--- src/rtl/aes_pkg.sv ---
// Shared AES types and the ShiftRows byte permutation (pure wiring), reused by the column feeder
// and by any future full-round datapath.
package aes_pkg;

  typedef logic [127:0] state_t;
  typedef logic [31:0]  column_t;
  typedef logic [7:0]   byte_t;
  typedef logic [1:0]   col_idx_t;

  localparam int NUM_COLS = 4;

  // Byte k sits at bits [127-8k -: 8]; s[r][c] is byte 4c+r.
  function automatic state_t shift_rows(input state_t s, input bit inv);
    state_t o;
    byte_t  b;
    int     src;
    o = '0;
    for (int c = 0; c < NUM_COLS; c++) begin
      for (int r = 0; r < 4; r++) begin
        src = inv ? ((c - r + NUM_COLS) % NUM_COLS) : ((c + r) % NUM_COLS);
        b   = s[127 - 8*(4*src + r) -: 8];
        o[127 - 8*(4*c + r) -: 8] = b;
      end
    end
    return o;
  endfunction

  function automatic column_t get_column(input state_t s, input col_idx_t c);
    column_t col;
    case (c)
      2'd0:    col = s[127:96];
      2'd1:    col = s[95:64];
      2'd2:    col = s[63:32];
      default: col = s[31:0];
    endcase
    return col;
  endfunction

endpackage

--- src/rtl/shiftrows_colfeed.sv ---
// Accepts a 128-bit state, applies (Inv)ShiftRows (SHIFTROWS_INV_EN adds i_inv/o_inv) and streams 4 columns,
// first column 1 cycle after acceptance; columns hold under i_ready low, next state accepted on the last beat.
module shiftrows_colfeed
  import aes_pkg::*;
(
  input  logic         clk,
  input  logic         rst,
  input  logic [127:0] i_state,
  input  logic         i_final,
`ifdef SHIFTROWS_INV_EN
  input  logic         i_inv,
  output logic         o_inv,
`endif
  input  logic         i_valid,
  output logic         o_ready,
  output logic [31:0]  o_column,
  output logic [1:0]   o_col_idx,
  output logic         o_last,
  output logic         o_final,
  output logic         o_valid,
  input  logic         i_ready
);

  typedef enum logic {IDLE, SEND} fsm_t;

  fsm_t     r_fsm;
  state_t   r_state;
  col_idx_t r_col_idx;
  logic     r_final;

  logic     w_inv;
  state_t   w_shifted;
  logic     w_last;
  logic     w_accept;
  logic     w_beat;

`ifdef SHIFTROWS_INV_EN
  logic     r_inv;
  assign w_inv = i_inv;
  assign o_inv = r_inv;
`else
  assign w_inv = 1'b0;
`endif

  assign w_shifted = shift_rows(i_state, w_inv);

  assign o_valid   = (r_fsm == SEND);
  assign w_last    = o_valid & (r_col_idx == 2'd3);
  assign w_beat    = o_valid & i_ready;
  // Ready on the final beat lets a new state follow with no bubble.
  assign o_ready   = (r_fsm == IDLE) | (w_last & i_ready);
  assign w_accept  = i_valid & o_ready;

  assign o_column  = get_column(r_state, r_col_idx);
  assign o_col_idx = r_col_idx;
  assign o_last    = w_last;
  assign o_final   = r_final;

  always_ff @(posedge clk) begin
    if (!rst) begin
      r_fsm     <= IDLE;
      r_state   <= '0;
      r_col_idx <= '0;
      r_final   <= 1'b0;
`ifdef SHIFTROWS_INV_EN
      r_inv     <= 1'b0;
`endif
    end else begin
      if (w_accept) begin
        r_state   <= w_shifted;
        r_final   <= i_final;
`ifdef SHIFTROWS_INV_EN
        r_inv     <= w_inv;
`endif
        r_col_idx <= '0;
        r_fsm     <= SEND;
      end else if (w_beat) begin
        if (w_last)
          r_fsm <= IDLE;
        else
          r_col_idx <= r_col_idx + 2'd1;
      end
    end
  end

endmodule
--- config.mk ---
export PLATFORM = sky130hd
export DESIGN_NAME = shiftrows_colfeed
export DESIGN_NICKNAME = d
export VERILOG_FILES = /design/src/rtl/aes_pkg.sv /design/src/rtl/shiftrows_colfeed.sv
export SDC_FILE = /design/constraint.sdc
export NUM_CORES = 1
export LEC_CHECK = 0
export BUFFER_PORTS_ARGS = -buffer_cell sky130_fd_sc_hd__buf_4
export CORE_UTILIZATION = 45
export DETAILED_ROUTE_END_ITERATION = 16
export PLACE_DENSITY = 0.73
export SLEW_MARGIN = 25
export SYNTH_ARGS = -nofsm -noshare
export SYNTH_HDL_FRONTEND = slang
export SYNTH_SLANG_ARGS = --single-unit
--- constraint.sdc ---
create_clock -name clk -period 1.5 [get_ports clk]
set_input_delay 0.15 -clock clk [delete_from_list [all_inputs] [get_ports clk]]
set_output_delay 0.15 -clock clk [all_outputs]
set_load 0.05 [all_outputs]
==> results of run 1 <==
==> Yosys cell counts <==
master    number  share of area (%)
nand3b_1       1               0.12
mux2i_1      162                 26
inv_1         35                2.1
a222oi_1      32                5.2
nand2_1      258                 16
and2_1         1               0.10
nor2b_1        1               0.10
clkbuf_1      35                2.1
dfxtp_1      132                 43
xnor2_1        1               0.14
buf_4          4               0.49
buf_2          6               0.49
buf_6         11                2.0
buf_1          1              0.061
ha_1           5                1.0
o21a_1         1               0.12
nor3b_2        2               0.41
a21boi_2       1               0.18
==> routing by layer <==
layer,vias to the layer above,GRT usage [%],routed length [µm],share of wire (%)
met4,0,12.1,519,2.6
met1,2978,32.1,7950,40
met3,42,6.27,976,4.9
met2,229,52.0,10400,52
met5,-,0,0,0
li1,2946,-,-,-
==> sequential cells by signal, indices dropped and copies added, names as in the netlist <==
name	flops
o_final	1
o_valid	1
o_col_idx	2
r_state	128
==> power groups by stage <==
stage | clock [mW] | combinational [mW] | sequential, mW
floorplan | 0 | 1.06 | 3.91
global placement | 0 | 1.70 | 3.91
detailed placement | 0 | 1.74 | 3.92
CTS | 4.40 | 2.22 | 3.85
global route | 4.55 | 2.39 | 3.88
finish | 4.36 | 2.27 | 3.86
==> final timing paths <==
path | to | start | cells past startpoint
worst min register to register | r_state[23] | r_state[23] | 2
worst max register to register | r_state[5] | o_col_idx[0] | 9
worst min-delay path | r_state[124] | i_state[124] | 3
worst max-delay path | o_column[14] | o_col_idx[0] | 7
==> worst min-delay path, cell delays in order <==
cell and delay (ns):
buf_4 0.11, nand2_1 0.05, mux2i_1 0.06
==> logic make-up after synthesis <==
kind of cell             share of synthesized area (%)
buffers and inverters                             7.34
adder cells (fa/ha/maj)                           1.02
multiplexers                                      26.4
AO/OA/AOI/OAI                                     5.52
flip-flops                                        43.0
XOR/XNOR                                         0.143
AND/OR/NAND/NOR                                   16.5
==> final cells by class <==
| class | count | area, µm² |
|---|---|---|
| flip-flops and latches | 132 | 2650 |
| fillers | 729 | 2620 |
| multi-input cells | 465 | 3520 |
| inverters | 35 | 136 |
| clock inverters | 11 | 156 |
| clock buffers | 20 | 457 |
| well taps | 176 | 220 |
| repair buffers | 351 | 3540 |
==> what timing repair did <==
action	in CTS	in global routing
setup endpoints to repair	161	165
gates cloned	10	1
resized for setup	48	5
hold buffers	88	0
setup buffers	14	3
endpoints found under the hold margin	88	0
pin swaps	22	16
==> metrics.cfg, run 1 <==
[worst_setup_path]
path_class = reg -> out
r2r_setup_slack_ns = -0.40
crit_required_ns = 1.35
path_buf_inv = 4
cp.arrival_ns = 1.97
cp_top_family = buffers and inverters
crit_fanout = 5
path_cells = inv_4 -> ha_4 -> buf_12 -> a222oi_1 -> buf_4 -> mux2i_4 -> buf_6
crit_slowest_cell = a222oi_1
crit_path_max_incr_delay_ns = 0.40
start_kind = register
cp-end-kind = output port

[clocking]
cts_num_sinks = 132
cts_buffers = 17
clockBufferDepth = 2
cts_root_buf = clkbuf_16
clock_latency_ns = 0.42
htreeDepth = 4
path_clk_slew_ns = 0.06
cts_tree = yes

[placed_design]
gp_congestion = 0.802
port_buffers = 170
dp_hpwl_um = 11100
place_area_um2 = 8460
dp_cells = 1043
place_ws_ns = -0.201

[drt]
ant_nets = 0
detail_route.vias_per_cell = 5.21
wl_per_cell_um = 16.7
drt-total-wl_um = 19900
remaining_drc_errors = 0
drtIter0Drc = 584
drtPass1Iterations = 6
num_vias = 6195

[pwr]
total_power_mw = 10.5
p_int_mw = 7.82
p_sw_share_pct = 25.4
p_seq_share_pct = 36.8
p_leak_nw = 4.60
p_comb_share_pct = 21.6
cellPowerDensity_nw_per_um2 = 982
p_clk_share_pct = 41.6
peakVddDrop_mv = 0.784
switching_power_mw = 2.67

[timing]
worst_pin_slew_ns = 0.371
hold_viol_final = 0
setup_slack_ns = -0.620
report.final.slew_viol_count = 0
rsz0062_at_grt = yes
tns_ns = -50.05
min_period_ns = 2.12
relSlewSlack_pct = 75.2
clock.fmax_ghz = 0.472
whs_ns = 0.00439
period_share_pct = 141
finalClockSkew_ns = 0.00676
setup_violations = 165

[finish]
layout.cells.non_filler = 1190
num_antenna_cells = 0
syn_to_final_growth_pct = 74.0
final_net_count = 1140
final_area_um2 = 10700
final_cell_mix = 258 x nand2_1, 188 x buf_4, 129 x dfxtp_1
final_util_pct = 80.3
drive_gt1_share_pct = 34.0
mostFrequentLayoutCell = nand2_1

[floorplanning]
std_cell_rows = 42
die_width_um = 119
initial_utilization_pct = 46.2
ios = 171
die-height_um = 119
core_area_um2 = 13300
die-area_um2 = 14100

[grt]
grt_pass1_wl_um = 31600
grt-ovfl-total = 0
antenna_found_initial = 0
grt_usage_pct = 28.7
grt_max_degree = 49
grt_pass1_vias = 6546

[synthesis]
ys_types = 18
ys_ff_latch = 132
synthCells = 689
avgSynthCellArea_um2 = 8.91
yosysSeqAreaShare_pct = 43.0
synth_area_um2 = 6140
syn-num-nets = 827
synth_warnings = 0

[min_path]
min_path_type = in -> reg

[run_status]
violations = setup timing
status = finished, violations left

[job]
maxCapViolations = 0

No activity file was read; power rests on OpenSTA's default activity.
==> run 2, diff against run 1 <==
Settings changed: CORE_ASPECT_RATIO from default to 1.1, PLACE_DENSITY 0.73 to default, PLACE_DENSITY_LB_ADDON from default to 0.08, SETUP_SLACK_MARGIN from default to 0.5.
==> run 2 against run 1 <==
  * The flow still finishes with violations (setup timing)
  * Non-clock buffer count is 14 higher
  * Sequential power hardly changed
  * Largest cell class unchanged
  * Count of clock-buffer cells in the layout is 3 higher
  * Highest routed layer unchanged
  * Utilization is 3.1 points higher
  * Wire length is 4.4% higher
  * Critical path type unchanged
  * Fmax is 4.8% lower
==> metrics.cfg, run 2 (synthesized netlist as in run 1, its figures left out) <==
[grt]
grt-busiest-layer = met2
gr-usage-met3_pct = 6.13
antenna_found_initial = 0
grt_usage_pct = 29.2
grt_pass1_vias = 6708
grtUsageMet2_pct = 52.2
grt_pass1_wl_um = 32200
met1_usage_pct = 31.6
grt-ovfl-total = 0
grt_max_degree = 79

[floorplanning]
initial_utilization_pct = 46.3
die_width_um = 113
core_area_um2 = 13300
std_cell_rows = 44
die-height_um = 124
ios = 171
die-area_um2 = 14100

[worst_setup_path]
cp-end-kind = output port
reg2regPathDepth = 9
path_cells = buf_6 -> ha_4 -> buf_12 -> a222oi_1 -> buf_4 -> mux2i_4 -> buf_6
crit_required_ns = 1.35
reg2reg_to = r_state[61]
r2r-start = o_col_idx[0]
start_kind = register
crit_fanout = 5
crit_slowest_cell = a222oi_1
r2r_setup_slack_ns = -0.35
crit_path_max_incr_delay_ns = 0.42
path_class = reg -> out
cp.arrival_ns = 2.08
cp_top_family = buffers and inverters
path_buf_inv = 4
cpMostUsedCell = buf_6

[finish]
syn_to_final_growth_pct = 80.3
final_cell_mix = 258 x nand2_1, 181 x buf_4, 128 x dfxtp_1
fillCellCount = 700
top_register = r_state
num_antenna_cells = 0
mostFrequentLayoutCell = nand2_1
drive_gt1_share_pct = 34.9
largest_register_ffs = 128
final_net_count = 1154

[clocking]
clockBufferDepth = 2
cts_root_buf = clkbuf_16
cts_tree = yes
path_clk_slew_ns = 0.06
cts_num_sinks = 132
clock_latency_ns = 0.42
cts_buffers = 17
htreeDepth = 4

[drt]
drtPass1Iterations = 8
num_vias = 6229
drt-total-wl_um = 20700
ant_nets = 0
wl_per_cell_um = 17.1
detail_route.vias_per_cell = 5.14
remaining_drc_errors = 0
drtIter0Drc = 517

[timing]
hold_viol_final = 0
whs_ns = 0.00572
finalClockSkew_ns = 0.00626
clock.fmax_ghz = 0.449
report.final.slew_viol_count = 0
setup_slack_ns = -0.727
min_period_ns = 2.23
period_share_pct = 148
relSlewSlack_pct = 69.5
setup_violations = 165
tns_ns = -52.06
worst_pin_slew_ns = 0.457
rsz0062_at_grt = yes

[run_status]
status = finished, violations left
violations = setup timing

[pwr]
total_power_mw = 10.4
peakVddDrop_mv = 0.687
cellPowerDensity_nw_per_um2 = 943
p_leak_nw = 4.73

[placed_design]
gp_congestion = 0.778
port_buffers = 170
dp_hpwl_um = 11000

[job]
maxCapViolations = 0

[min_path]
worstHoldEndpoint = r_state[50]
min_path_type = in -> reg
hold_start = i_state[18]
min_path_cells = 3

==> run 2: cell types whose count changed in the layout (fill, tap and decap cells not counted), sizes merged <==
cell,change
clkbuf,+5
clkinvlp,+2
clkinv,-1
bufinv,-2
buf,+7
dlygate4sd3,+5
inv,-1
==> run 2: how the worst max path moves through the flow <==
stage / depth (start not counted) / to / slack [ns] / startpoint
finish: 7 / o_column[25] / -0.73 / o_col_idx[0]
global placement: 6 / o_column[22] / -0.27 / o_col_idx[0]
CTS: 7 / o_column[3] / -0.65 / o_col_idx[0]
global route: 7 / o_column[25] / -0.75 / o_col_idx[0]
floorplan: 5 / o_column[10] / -0.14 / o_col_idx[0]
detailed placement: 6 / o_column[25] / -0.27 / o_col_idx[0]
==> run 2: cell type report <==
class,count,area [µm²],share of cell area (%)
Timing Repair Buffer,365,3900,35.2
Multi-Input combinational cell,465,3550,32.1
Sequential cell,132,2660,24.0
Clock buffer,23,498,4.50
Tap cell,184,230,2.08
Inverter,35,136,1.23
Clock inverter,9,100,0.904
==> run 2: worst min-delay path, stage by stage <==
cell     delay (ns)
buf_4          0.11
nand2_1        0.06
mux2i_1        0.06
==> run 2: timing repair <==
item                                    4_1_cts  5_1_grt
pin swaps                                    32       30
gates resized for setup                      62       20
endpoints found under the setup margin      170      170
hold buffers                                 93        0
buffers inserted                             21        3
endpoints found under the hold margin        93        0
gates cloned                                 14        3
==> run 2: per-stage QoR <==
step           utilization, %  setup slack [ns]  cells  instance area (µm²)
2_1_floorplan               -            -0.140    689                 6680
3_3_place_gp             63.9            -0.273   1047                 8480
3_5_place_dp             63.9            -0.267   1047                 8480
4_1_cts                  82.1            -0.652   1207                10900
5_1_grt                  83.4            -0.751   1213                11100
6_report                 83.4            -0.727   1213                11100
==> run 2: power by group <==
part	internal, mW	switching (mW)
clock	2.65	1.52
sequential	3.73	0.133
combinational	1.35	1.06
total	7.73	2.71
==> run 2: per-layer routing <==
| layer | routed length, µm | vias to the layer above |
|---|---|---|
| li1 | - | 2980 |
| met1 | 8000 | 2942 |
| met2 | 10800 | 254 |
| met3 | 1160 | 53 |
| met4 | 739 | 0 |
| met5 | 0 | - |
